===== src/rtl/pipe_ctrl_pkg.sv =====
// Shared types for the pipeline sequencer: FSM state encoding, stage-control
// bundle and the handful of control patterns the sequencer can emit.
package pipe_ctrl_pkg;

  typedef enum logic [1:0] {
    INIT  = 2'd0,
    RUN   = 2'd1,
    IWAIT = 2'd2,
    DWAIT = 2'd3
  } state_t;

  localparam logic [4:0] GPR_ZERO = 5'd0;

  typedef struct packed {
    logic if_rst;
    logic if_en;
    logic id_rst;
    logic id_en;
    logic exe_rst;
    logic exe_en;
    logic mem_rst;
    logic mem_en;
    logic wb_rst;
    logic wb_en;
  } stage_ctrl_t;

  // Whole-pipeline reset, full freeze, free flow.
  localparam stage_ctrl_t CTRL_RESET  = 10'b10_10_10_10_10;
  localparam stage_ctrl_t CTRL_FREEZE = 10'b00_00_00_00_00;
  localparam stage_ctrl_t CTRL_FLOW   = 10'b01_01_01_01_01;
  // PC loads branch target, wrong-path ID instruction is squashed.
  localparam stage_ctrl_t CTRL_TARGET = 10'b01_10_01_01_01;
  // IF/ID hold, bubble enters EXE.
  localparam stage_ctrl_t CTRL_BUBBLE = 10'b00_00_10_01_01;
  // PC holds, ID squashed, downstream drains.
  localparam stage_ctrl_t CTRL_FLUSH  = 10'b00_10_01_01_01;

endpackage


===== src/rtl/pipe_hazard_detect.sv =====
// Combinational RAW detector: the ID instruction reads a register that an
// older in-flight instruction has yet to write. $0 never hazards.
module pipe_hazard_detect
  import pipe_ctrl_pkg::*;
#(
  parameter int WB_HAZARD = 1
) (
  input  logic [4:0] rs,
  input  logic [4:0] rt,
  input  logic       rs_used,
  input  logic       rt_used,
  input  logic       id_valid,
  input  logic [4:0] regw_addr_exe,
  input  logic [4:0] regw_addr_mem,
  input  logic [4:0] regw_addr_wb,
  input  logic       wb_wen_exe,
  input  logic       wb_wen_mem,
  input  logic       wb_wen_wb,
  output logic       raw
);

  function automatic logic pending_write(input logic [4:0] src,
                                         input logic [4:0] a_exe, input logic w_exe,
                                         input logic [4:0] a_mem, input logic w_mem,
                                         input logic [4:0] a_wb,  input logic w_wb);
    logic hit;
    hit = (w_exe && a_exe == src) || (w_mem && a_mem == src);
    if (WB_HAZARD != 0) hit = hit || (w_wb && a_wb == src);
    return hit;
  endfunction

  logic rs_hit;
  logic rt_hit;

  always_comb begin
    rs_hit = rs_used && rs != GPR_ZERO &&
             pending_write(rs, regw_addr_exe, wb_wen_exe, regw_addr_mem, wb_wen_mem,
                           regw_addr_wb, wb_wen_wb);
    rt_hit = rt_used && rt != GPR_ZERO &&
             pending_write(rt, regw_addr_exe, wb_wen_exe, regw_addr_mem, wb_wen_mem,
                           regw_addr_wb, wb_wen_wb);
    raw    = id_valid && (rs_hit || rt_hit);
  end

endmodule


===== src/rtl/pipe_ctrl.sv =====
// Pipeline sequencer for the 5-stage MIPS datapath: drives per-stage rst/en.
// Optional perf counters (cycle_cnt, stall_cnt, flush_cnt) with PIPE_PERF_EN.
module pipe_ctrl
  import pipe_ctrl_pkg::*;
#(
  parameter int RST_CYCLES  = 4,
  parameter int MEM_TIMEOUT = 255,
  parameter int WB_HAZARD   = 1
) (
  input  logic        clk,
  input  logic        rst,
  input  logic [31:0] inst_data_id,
  input  logic        rs_used_id,
  input  logic        rt_used_id,
  input  logic        id_valid,
  input  logic        branch_id,
  input  logic        is_branch_exe,
  input  logic        is_branch_mem,
  input  logic [4:0]  regw_addr_exe,
  input  logic [4:0]  regw_addr_mem,
  input  logic [4:0]  regw_addr_wb,
  input  logic        wb_wen_exe,
  input  logic        wb_wen_mem,
  input  logic        wb_wen_wb,
  input  logic        inst_ren,
  input  logic        inst_ack,
  input  logic        mem_ren,
  input  logic        mem_wen,
  input  logic        mem_ack,
  output logic        if_rst,
  output logic        if_en,
  output logic        id_rst,
  output logic        id_en,
  output logic        exe_rst,
  output logic        exe_en,
  output logic        mem_rst,
  output logic        mem_en,
  output logic        wb_rst,
  output logic        wb_en,
  output logic        timeout_err,
  output state_t      state
`ifdef PIPE_PERF_EN
  ,
  output logic [31:0] cycle_cnt,
  output logic [31:0] stall_cnt,
  output logic [31:0] flush_cnt
`endif
);

  localparam int INIT_W = (RST_CYCLES > 1) ? $clog2(RST_CYCLES) : 1;
  localparam int WAIT_W = $clog2(MEM_TIMEOUT + 1);

  logic [INIT_W-1:0] init_cnt;
  logic [WAIT_W-1:0] wait_cnt;
  state_t            next_state;
  state_t            run_next;
  stage_ctrl_t       run_ctrl;
  stage_ctrl_t       ctrl;
  logic              raw;
  logic              mem_busy;
  logic              run_iack;
  logic              timeout_hit;
  logic              unused_inst_bits;

  assign unused_inst_bits = ^{inst_data_id[31:26], inst_data_id[15:0]};

  pipe_hazard_detect #(.WB_HAZARD(WB_HAZARD)) u_hazard (
    .rs            (inst_data_id[25:21]),
    .rt            (inst_data_id[20:16]),
    .rs_used       (rs_used_id),
    .rt_used       (rt_used_id),
    .id_valid      (id_valid),
    .regw_addr_exe (regw_addr_exe),
    .regw_addr_mem (regw_addr_mem),
    .regw_addr_wb  (regw_addr_wb),
    .wb_wen_exe    (wb_wen_exe),
    .wb_wen_mem    (wb_wen_mem),
    .wb_wen_wb     (wb_wen_wb),
    .raw           (raw)
  );

  // The MEM-wait term is ignored while already in DWAIT; IWAIT only consults
  // the RUN rules once the fetch is resolved, so the fetch counts as acked.
  assign mem_busy    = (mem_ren || mem_wen) && !mem_ack && state != DWAIT;
  assign run_iack    = inst_ack || state == IWAIT;
  // Fires on the MEM_TIMEOUT-th consecutive wait cycle.
  assign timeout_hit = (state == IWAIT || state == DWAIT) &&
                       wait_cnt == WAIT_W'(MEM_TIMEOUT - 1);

  always_comb begin
    run_ctrl = CTRL_FLOW;
    run_next = RUN;
    if (mem_busy) begin
      run_ctrl = CTRL_FREEZE;
      run_next = DWAIT;
    end else if (is_branch_mem) begin
      run_ctrl = CTRL_TARGET;
    end else if (raw) begin
      run_ctrl = CTRL_BUBBLE;
    end else if (branch_id || is_branch_exe) begin
      run_ctrl = CTRL_FLUSH;
    end else if (inst_ren && !run_iack) begin
      run_ctrl = CTRL_FLUSH;
      run_next = IWAIT;
    end
  end

  always_comb begin
    ctrl       = CTRL_RESET;
    next_state = state;
    case (state)
      INIT: if (init_cnt == INIT_W'(RST_CYCLES - 1)) next_state = RUN;
      RUN: begin
        ctrl       = run_ctrl;
        next_state = run_next;
      end
      DWAIT: begin
        if (mem_ack || timeout_hit) begin
          ctrl       = run_ctrl;
          next_state = RUN;
        end else begin
          ctrl = CTRL_FREEZE;
        end
      end
      IWAIT: begin
        if (is_branch_mem || inst_ack || timeout_hit) begin
          ctrl       = run_ctrl;
          next_state = run_next;
        end else if (raw) begin
          ctrl = CTRL_BUBBLE;
        end else begin
          ctrl = CTRL_FLUSH;
        end
      end
      default: next_state = INIT;
    endcase
  end

  assign if_rst  = ctrl.if_rst;
  assign if_en   = ctrl.if_en;
  assign id_rst  = ctrl.id_rst;
  assign id_en   = ctrl.id_en;
  assign exe_rst = ctrl.exe_rst;
  assign exe_en  = ctrl.exe_en;
  assign mem_rst = ctrl.mem_rst;
  assign mem_en  = ctrl.mem_en;
  assign wb_rst  = ctrl.wb_rst;
  assign wb_en   = ctrl.wb_en;

  always_ff @(posedge clk or posedge rst) begin
    if (rst) begin
      state       <= INIT;
      init_cnt    <= '0;
      wait_cnt    <= '0;
      timeout_err <= 1'b0;
    end else begin
      state    <= next_state;
      init_cnt <= (state == INIT) ? init_cnt + 1'b1 : '0;
      wait_cnt <= ((state == IWAIT || state == DWAIT) && next_state == state) ?
                  wait_cnt + 1'b1 : '0;
      if (timeout_hit) timeout_err <= 1'b1;
    end
  end

`ifdef PIPE_PERF_EN
  always_ff @(posedge clk or posedge rst) begin
    if (rst) begin
      cycle_cnt <= '0;
      stall_cnt <= '0;
      flush_cnt <= '0;
    end else begin
      if (state != INIT) cycle_cnt <= cycle_cnt + 32'd1;
      if (!if_en) stall_cnt <= stall_cnt + 32'd1;
      if (id_rst && state != INIT) flush_cnt <= flush_cnt + 32'd1;
    end
  end
`endif

endmodule

===== config.mk =====
export PLATFORM = sky130hd
export DESIGN_NAME = pipe_ctrl
export DESIGN_NICKNAME = d
export VERILOG_FILES = /design/src/rtl/pipe_ctrl_pkg.sv /design/src/rtl/pipe_hazard_detect.sv /design/src/rtl/pipe_ctrl.sv
export SDC_FILE = /design/constraint.sdc
export NUM_CORES = 1
export LEC_CHECK = 0
export ABC_CLOCK_PERIOD_IN_PS = 6600
export BUFFER_PORTS_ARGS = -buffer_cell sky130_fd_sc_hd__buf_2
export CAP_MARGIN = 20
export CORE_MARGIN = 2
export CORE_UTILIZATION = 45
export DETAILED_ROUTE_END_ITERATION = 10
export HOLD_SLACK_MARGIN = 0.08
export PLACE_DENSITY = 0.83
export SYNTH_ARGS = -nofsm -noshare
export SYNTH_HDL_FRONTEND = slang
export SYNTH_HIERARCHICAL = 1
export SYNTH_SLANG_ARGS = --single-unit

===== constraint.sdc =====
create_clock -name clk -period 6.6 [get_ports clk]
set_input_delay 1.32 -clock clk [delete_from_list [all_inputs] [get_ports clk]]
set_output_delay 1.32 -clock clk [all_outputs]
set_load 0.01 [all_outputs]

Word level (Yosys, flattened, before mapping)
Index checks and enable logic that the tools add are counted.
Operators by class
  $mul: 0
  divide/modulo/power cells: 0
  order comparisons: 0
  $add $sub $neg: 2
  shifts and indexed selects: 0
  reductions and logical operators: 33
  bitwise gates (word level): 0
  muxes and demuxes: 20
  equality and inequality tests: 13
Operator list (count)
  $mux 9: 5
  $eq 5x5->1: 6
  $pmux 10 s3: 1
  $mux 10: 2
  $mux 2: 9
  $logic_and 1x1->1: 16
  $mux 8: 2
  $logic_or 1x1->1: 12
  $reduce_bool 5->1: 2
  $add 8x1->8 const B: 1
  $eq 8x8->1 const B: 1
  $pmux 2 s4: 1
  $eq 2x2->1 const B: 3
  $add 2x1->2 const B: 1
  $eq 2x1->1 const B: 1
  $eq 2x2->1: 1
  $logic_not 1->1: 2
  $logic_not 2->1: 1
  $ne 2x2->1 const B: 1
Storage, ports and cells
  input bits: 63
  ROM bits: 0
  latch bits: 0
  output and inout port bits: 13
  logic and storage cells: 72
  RAM bits: 0
  memories: 0
  register bits after elaboration: 13

Depth between registers and ports, before layout
Gate-level depths: netlist (run 1).
  word-level depth: 15
  depth in mapped cells: 9
  gate-level depth less buffers: 9

Modules after synthesis
The synthesis (run 1) kept the hierarchy.
By module, submodules not included
  pipe_ctrl: cells each 99, area an instance 863.3 sq um, times used 1, seq. area each 325.3 sq um
  pipe_hazard_detect: cells each 49, area an instance 379.1 sq um, times used 1, seq. area each 0.0 sq um

Worst setup path before layout (run 1)
No wires, ideal clock.
  path type: input port to output port
  start: input inst_data_id[24]
  end: output exe_rst
  buffers on the path: 0
  required time: 5280 ps
  stages: 9
  setup slack: 2542 ps
  arrival: 2738 ps
  cells stage by stage: xor2_1 nor4_1 nand3_1 and3_1 o22ai_1 nand2b_1 nor3_1 a21oi_1 o31ai_1
Between the ends
  cells in the longest elaborated chain, start to end: 12
  elaborated cells between the ends (all ways): 20
  those cells by class: eq/ne (3); mux (7); reduce/logical (10)
Ends and longest elaborated chain
  start, declared: line pipe_ctrl.sv:12  | input logic [31:0] inst_data_id,
  $eq 5x5->1: line pipe_hazard_detect.sv:27  | hit = (w_exe && a_exe == src) || (w_mem && a_mem == src);
  $logic_and 1x1->1: line pipe_hazard_detect.sv:27
  $logic_or 1x1->1: line pipe_hazard_detect.sv:27
  $logic_or 1x1->1: line pipe_hazard_detect.sv:28  | if (WB_HAZARD != 0) hit = hit || (w_wb && a_wb == src);
  $logic_and 1x1->1 *: line pipe_hazard_detect.sv:36  | rs_hit = rs_used && rs != GPR_ZERO &&
  $logic_or 1x1->1 *: line pipe_hazard_detect.sv:42  | raw = id_valid && (rs_hit || rt_hit);
  $logic_and 1x1->1 *: line pipe_hazard_detect.sv:42
  via raw: line pipe_ctrl.sv:59  | logic raw;
  $mux 9: line pipe_ctrl.sv:98  | end else if (raw) begin
  $mux 9: line pipe_ctrl.sv:96  | end else if (is_branch_mem) begin
  $mux 9: line pipe_ctrl.sv:93  | if (mem_busy) begin
  $mux 10 (on tied branches): line pipe_ctrl.sv:126, pipe_ctrl.sv:118
  $pmux 10 s3 *: line pipe_ctrl.sv:111  | case (state)
  end, declared: line pipe_ctrl.sv:34  | output logic exe_rst,
The timed path passes the listed nets; every way through them passes the cells marked *.

Worst setup path after layout (run 1)
  start: input inst_data_id[25]
  end: output exe_rst
The elaborated chain is that of the path after synthesis.

==> results of run 1 <==
## worst paths after layout
kind | endpoint | slack (ns)
hold reg to reg | init_cnt[0] | 0.43
min in group asynchronous | wait_cnt[2] | 1.05
max in group asynchronous | state[1] | 5.24
hold / removal | init_cnt[0] | 0.43
setup reg to reg | wait_cnt[7] | 4.98
setup / recovery | exe_rst | 2.00
## stage by stage
| stage | total power, mW | util | hold slack (ns) | setup WS, ns |
|---|---|---|---|---|
| 2_1_floorplan | 0.178 | - | 0.408 | 2.54 |
| 5_1_grt | 0.288 | 0.571 | 0.461 | 1.80 |
| 3_3_place_gp | 0.218 | 0.561 | 0.422 | 2.02 |
| 4_1_cts | 0.267 | 0.571 | 0.436 | 1.99 |
| 6_report | 0.266 | 0.571 | 0.431 | 2.00 |
| 3_5_place_dp | 0.219 | 0.561 | 0.426 | 2.00 |
## flip-flops by register name (all words and copies together) (netlist names)
| register | count |
|---|---|
| init_cnt | 2 |
| timeout_err | 1 |
| wait_cnt | 8 |
| state | 2 |
## worst register-to-register path: cells and delay by family, from the launching register on
family           cells  cell delay, ns
flip-flops           1            0.66
AND/OR/NAND/NOR      4            0.86
## placed cells by master (no fill, tap or decap), types with 3 or more instances in the layout
master / netlist / routed
buf_2: 2 / 53
xnor2_1: 7 / 7
nand2b_1: 5 / 5
nor2_1: 13 / 13
nor3_1: 5 / 5
o21ai_0: 3 / 3
nand2_1: 4 / 4
dfrtp_1: 13 / 13
ha_1: 3 / 3
nand4_1: 4 / 4
xor2_1: 29 / 29
a21oi_1: 5 / 5
nor4_1: 6 / 6
and3_1: 4 / 4
clkbuf_4: 0 / 3
nand3_1: 11 / 11
## area by class of cell
cell class,instances,area [sq um],share of cell area
Multi-Input combinational cell,126,870,0.567
Sequential cell,13,325,0.212
Timing Repair Buffer,53,265,0.173
Tap cell,31,38.8,0.0253
Clock buffer,4,26.3,0.0171
Inverter,2,7.51,0.00490
## power breakdown
part           leakage (nW)  switching [mW]  internal, mW
clock                0.0150          0.0250        0.0234
sequential            0.175          0.0191        0.0859
combinational         0.518          0.0612        0.0515
## cell families after synthesis
group / share of synthesized area
buf+inv: 0.0383
xor+xnor: 0.254
flops: 0.262
simple gates: 0.276
fa+ha+maj: 0.0302
compound gates: 0.140
## per-layer routing
| layer | GRT usage | wire [um] |
|---|---|---|
| met1 | 0.228 | 1270 |
| met3 | 0.0253 | 189 |
| met4 | 0.0612 | 21 |
| met2 | 0.304 | 1360 |
| met5 | 0 | 0 |
==> flow_metrics.env, run 1 <==
export IMPL_rsz0062_at_grt="no"
export IMPL_detail_route_antenna_nets=0
export IMPL_syn_to_final_growth_pct=23.4
export IMPL_cp_top_family="simple AND/OR/NAND/NOR gates"
export IMPL_grt_ovfl_total=0
export IMPL_cp_start_kind="input pin"
export IMPL_p_leak_nw=0.707
export IMPL_reg2reg_from="state[1]"
export IMPL_drive_gt1_frac=0.298
export IMPL_grt_pass1_vias=1147
export IMPL_setup_tns_ns=0
export IMPL_syn_area_sq_um=1240
export IMPL_synth_avg_cell_area_sq_um=8.39
export IMPL_netlist_area_leader_share=0.262
export IMPL_cts_buffers=3
export IMPL_num_nets_final=265
export IMPL_start_util=0.463
export IMPL_grt_pass1_wl_mm=4.69
export IMPL_finalHoldViolCount=0
export IMPL_crit_top_cell="buf_2"
export IMPL_fmax_ghz=0.217
export IMPL_drc=0
export IMPL_dp_hpwl_mm=2.24
export IMPL_critPathMaxFanout=4
export IMPL_dieWidth_um=56.5
export IMPL_vias=1275
export IMPL_clock_skew_ns=0.000329
export IMPL_drt_pass1_iter_count=4
export IMPL_endpoint_kind="primary output"
export IMPL_grt_max_degree=18
export IMPL_ys_ff_latch=13
export IMPL_insertedDiodeCount=0
export IMPL_cpPeakStageDelay_ns=0.32
export IMPL_hp_start="init_cnt[0]"
export IMPL_synth_most_common_cell="xor2_1"
export IMPL_cts_hold_buf=0
export IMPL_crit_buf_inv=2
export IMPL_dp_cells=225
export IMPL_fin_cells=229
export IMPL_slowest_stage="nor4_1"
export IMPL_worst_r2r_cell_count=4
export IMPL_die_h_um=56.5
export IMPL_finalCritPeriodShare=0.698
export IMPL_synthTopCellsByArea="dfrtp_1 26%, xor2_1 20%, xnor2_1 4.9%"
export IMPL_grt_usage=0.178
export IMPL_max_cap_violations=0
export IMPL_first_iter_violations=65
export IMPL_cts_tree="built"
export IMPL_cts_setup_buffers=0
export IMPL_wire_per_inst_um=12.4
export IMPL_io_buffers=53
export IMPL_min_path_cells=1
export IMPL_max_vdd_ir_drop_mv=0.114
export IMPL_power_density_nw_per_um2=174
export IMPL_crit_start="inst_data_id[25]"
export IMPL_stdcell_area_sq_um=1530
export IMPL_yosysWarnings=6
export IMPL_core_sq_um=2690
export IMPL_synthTopCellsByCount="29 x xor2_1, 13 x dfrtp_1, 13 x nor2_1, 11 x nand3_1, 7 x xnor2_1"
export IMPL_avgViaCountPerCell=5.57
export IMPL_ys_seq_area_frac=0.262
export IMPL_cts_resized_gates=0
export IMPL_cts_sinks=13
export IMPL_synth_top_area_cell="dfrtp_1"
export IMPL_dpl_instance_area_sq_um=1510
export IMPL_synth_cell_type_count=39
export IMPL_htree_levels=1
export IMPL_tightest_slew_ns=0.551
export IMPL_syn_num_nets=214
export IMPL_slew_headroom=0.630
export IMPL_fin_crit_ns=4.60
export IMPL_gp_congestion=0.849
export IMPL_synth_edff_count=0
export IMPL_insertion_delay_ns=0.27
export IMPL_antenna_found_initial=0
export IMPL_rows=19
export IMPL_crit_required_ns=5.28
export IMPL_dieArea_sq_um=3200
export IMPL_ys_async_sr_fraction=1.00
export IMPL_fill_cells=246
export IMPL_io_pins=76
export IMPL_hold_path_class="reg2reg"
export IMPL_setup_viol=0
export IMPL_path_cells="buf_2 -> xor2_1 -> nor4_1 -> nand3_1 -> and3_1 -> o22ai_1 -> nand2b_1 -> nor3_1 -> a21oi_1 -> o31ai_1 -> buf_2"
export IMPL_routed_wl_mm=2.84
export IMPL_worstPathArrival_ns=3.28
export IMPL_synth_main_ff_cell="dfrtp_1"
export IMPL_cts_root_buf="clkbuf_4"
export IMPL_clkSlewWorstSetupHoldPaths_ns=0.08
export IMPL_path_class="in2out"
export IMPL_slew_violations=0
export IMPL_status="finished clean"
export IMPL_cts_buffer_depth=2
export IMPL_netlist_instances=148
export IMPL_cp_num_cells=11
Note: power is estimated with default switching activity, not from simulation.
==> run 2: changes to the inputs <==
ABC_CLOCK_PERIOD_IN_PS = 3900   (was 6600)
CORE_UTILIZATION = 39   (was 45)
PLACE_DENSITY = 0.77   (was 0.83)
clock period = 3.9 ns   (was 6.6 ns; I/O delays follow)
==> flow_metrics.env, run 2 (synthesis results as in run 1) <==
export IMPL_rows=20
export IMPL_syn_to_final_growth_pct=24.7
export IMPL_start_util=0.407
export IMPL_dieWidth_um=60.4
export IMPL_num_nets_final=265
export IMPL_core_sq_um=3050
export IMPL_cpPeakStageDelay_ns=0.34
export IMPL_drive_gt1_frac=0.298
export IMPL_tightest_slew_ns=0.536
export IMPL_intPower_mw=0.273
export IMPL_vias=1250
export IMPL_drc=0
export IMPL_worstPathArrival_ns=2.72
export IMPL_top_layer="met4"
export IMPL_grt_max_degree=18
export IMPL_wl_met1_mm=1.32
export IMPL_insertion_delay_ns=0.27
export IMPL_path_class="in2out"
export IMPL_hold_path_class="reg2reg"
export IMPL_wl_met2_mm=1.38
export IMPL_fin_cells=242
export IMPL_cts_sinks=13
export IMPL_crit_start="inst_data_id[25]"
export IMPL_reg2reg_from="state[1]"
export IMPL_crit_path_end="exe_rst"
export IMPL_first_iter_violations=47
export IMPL_slew_headroom=0.640
export IMPL_gp_congestion=0.840
export IMPL_routed_wl_mm=2.95
export IMPL_whs_ns=0.433
export IMPL_largestRegisters="wait_cnt x8, init_cnt x2, state x2"
export IMPL_mostFrequentLayoutCells="53 x buf_2, 29 x xor2_1, 13 x nor2_1, 13 x dfrtp_1, 11 x nand3_1"
export IMPL_seqPwrFrac=0.395
export IMPL_cts_tree="built"
export IMPL_antenna_found_initial=0
export IMPL_cts_resized_gates=0
export IMPL_p_comb_frac=0.429
export IMPL_final_common_cell="buf_2"
export IMPL_insertedDiodeCount=0
export IMPL_avgViaCountPerCell=5.17
export IMPL_clock_skew_ns=0.00224
export IMPL_detail_route_antenna_nets=0
export IMPL_status="finished clean"
export IMPL_cts_buffer_depth=2
export IMPL_switching_share=0.394
export IMPL_crit_required_ns=3.12
export IMPL_max_cap_violations=0
export IMPL_p_leak_nw=0.707
export IMPL_drt_pass1_iter_count=6
export IMPL_critPathMaxFanout=4
export IMPL_slowest_stage="nor4_1"
export IMPL_grt_usage=0.175
export IMPL_dieArea_sq_um=3650
export IMPL_power_density_nw_per_um2=290
export IMPL_regMostFlops="wait_cnt"
export IMPL_ff2ff_setup_slack_ns=2.26
export IMPL_largest_reg_flops=8
export IMPL_cp_start_kind="input pin"
export IMPL_grt_pass1_vias=1134
export IMPL_dp_hpwl_mm=2.46
export IMPL_path_cells="buf_2 -> xor2_1 -> nor4_1 -> nand3_1 -> and3_1 -> o22ai_1 -> nand2b_1 -> nor3_1 -> a21oi_1 -> o31ai_1 -> buf_2"
export IMPL_finalHoldViolCount=0
export IMPL_routed_wl_met3_um=221
export IMPL_endpoint_kind="primary output"
export IMPL_cts_hold_buf=0
export IMPL_slew_violations=0
export IMPL_clockPowerShare=0.176
export IMPL_finalCritPeriodShare=0.898
export IMPL_io_buffers=53
export IMPL_worst_r2r_cell_count=4
export IMPL_htree_levels=1
export IMPL_max_vdd_ir_drop_mv=0.146
export IMPL_grt_pass1_wl_mm=4.86
export IMPL_cts_setup_buffers=0
export IMPL_clkSlewWorstSetupHoldPaths_ns=0.07
export IMPL_cts_buffers=3
export IMPL_setup_tns_ns=0
export IMPL_power_switching_mw=0.177
export IMPL_cts_root_buf="clkbuf_4"
export IMPL_grt_ovfl_total=0
export IMPL_wire_per_inst_um=12.2
export IMPL_rsz0062_at_grt="no"
export IMPL_die_h_um=60.4
export IMPL_io_pins=76
export IMPL_finalPower_mw=0.450
export IMPL_r2r_end="wait_cnt[6]"
export IMPL_fmax_ghz=0.286
export IMPL_crit_top_cell="buf_2"
export IMPL_fin_crit_ns=3.50
export IMPL_setup_viol=0
export IMPL_dp_cells=238
-- run 2: cell counts in the layout (fill, tap and decap cells not counted) --
Identical to the previous run, type by type.
-- run 2: layer usage --
metal / track usage / up-vias
met5: 0 / -
met4: 0.0404 / 0
met1: 0.229 / 559
met3: 0.0576 / 5
met2: 0.284 / 47
li1: - / 639
-- run 2: area by class of cell --
type | instances | area, sq um
fill | 315 | 1500
multi-input combinational | 126 | 870
sequential | 13 | 325
timing repair buffer | 53 | 265
tap | 44 | 55.1
clock buffer | 4 | 26.3
inverter | 2 | 7.51
-- run 2: worst min path at each step --
| stage | from | to | slack (ns) | depth (start not counted) |
|---|---|---|---|---|
| finish | init_cnt[0] | init_cnt[0] | 0.43 | 1 |
| global route | init_cnt[0] | init_cnt[0] | 0.45 | 1 |
| detailed placement | init_cnt[0] | init_cnt[0] | 0.43 | 1 |
| floorplan | init_cnt[0] | init_cnt[0] | 0.41 | 1 |
| CTS | init_cnt[0] | init_cnt[0] | 0.44 | 1 |
| global placement | init_cnt[0] | init_cnt[0] | 0.42 | 1 |
-- run 2: critical path, delay by kind of cell --
kind                   cells  cell delay [ns]
AO/OA/AOI/OAI              3             0.47
buffers and inverters      2             0.31
AND/OR/NAND/NOR            5             1.00
XOR/XNOR                   1             0.16
-- run 2: power by group through the flow --
stage	clock [mW]	sequential (mW)	combinational, mW
2_1_floorplan	0	0.165	0.136
3_3_place_gp	0	0.180	0.191
3_5_place_dp	0	0.180	0.194
4_1_cts	0.0825	0.177	0.195
5_1_grt	0.0950	0.182	0.220
6_report	0.0792	0.178	0.193
-- run 2: per-stage QoR --
stage,util,setup slack (ns),instance area [sq um]
final,0.507,0.397,1550
after global routing,0.507,0.103,1550
after CTS,0.507,0.386,1550
after detailed placement,0.499,0.415,1520
after global placement,0.499,0.433,1520
after floorplan,-,0.922,1240
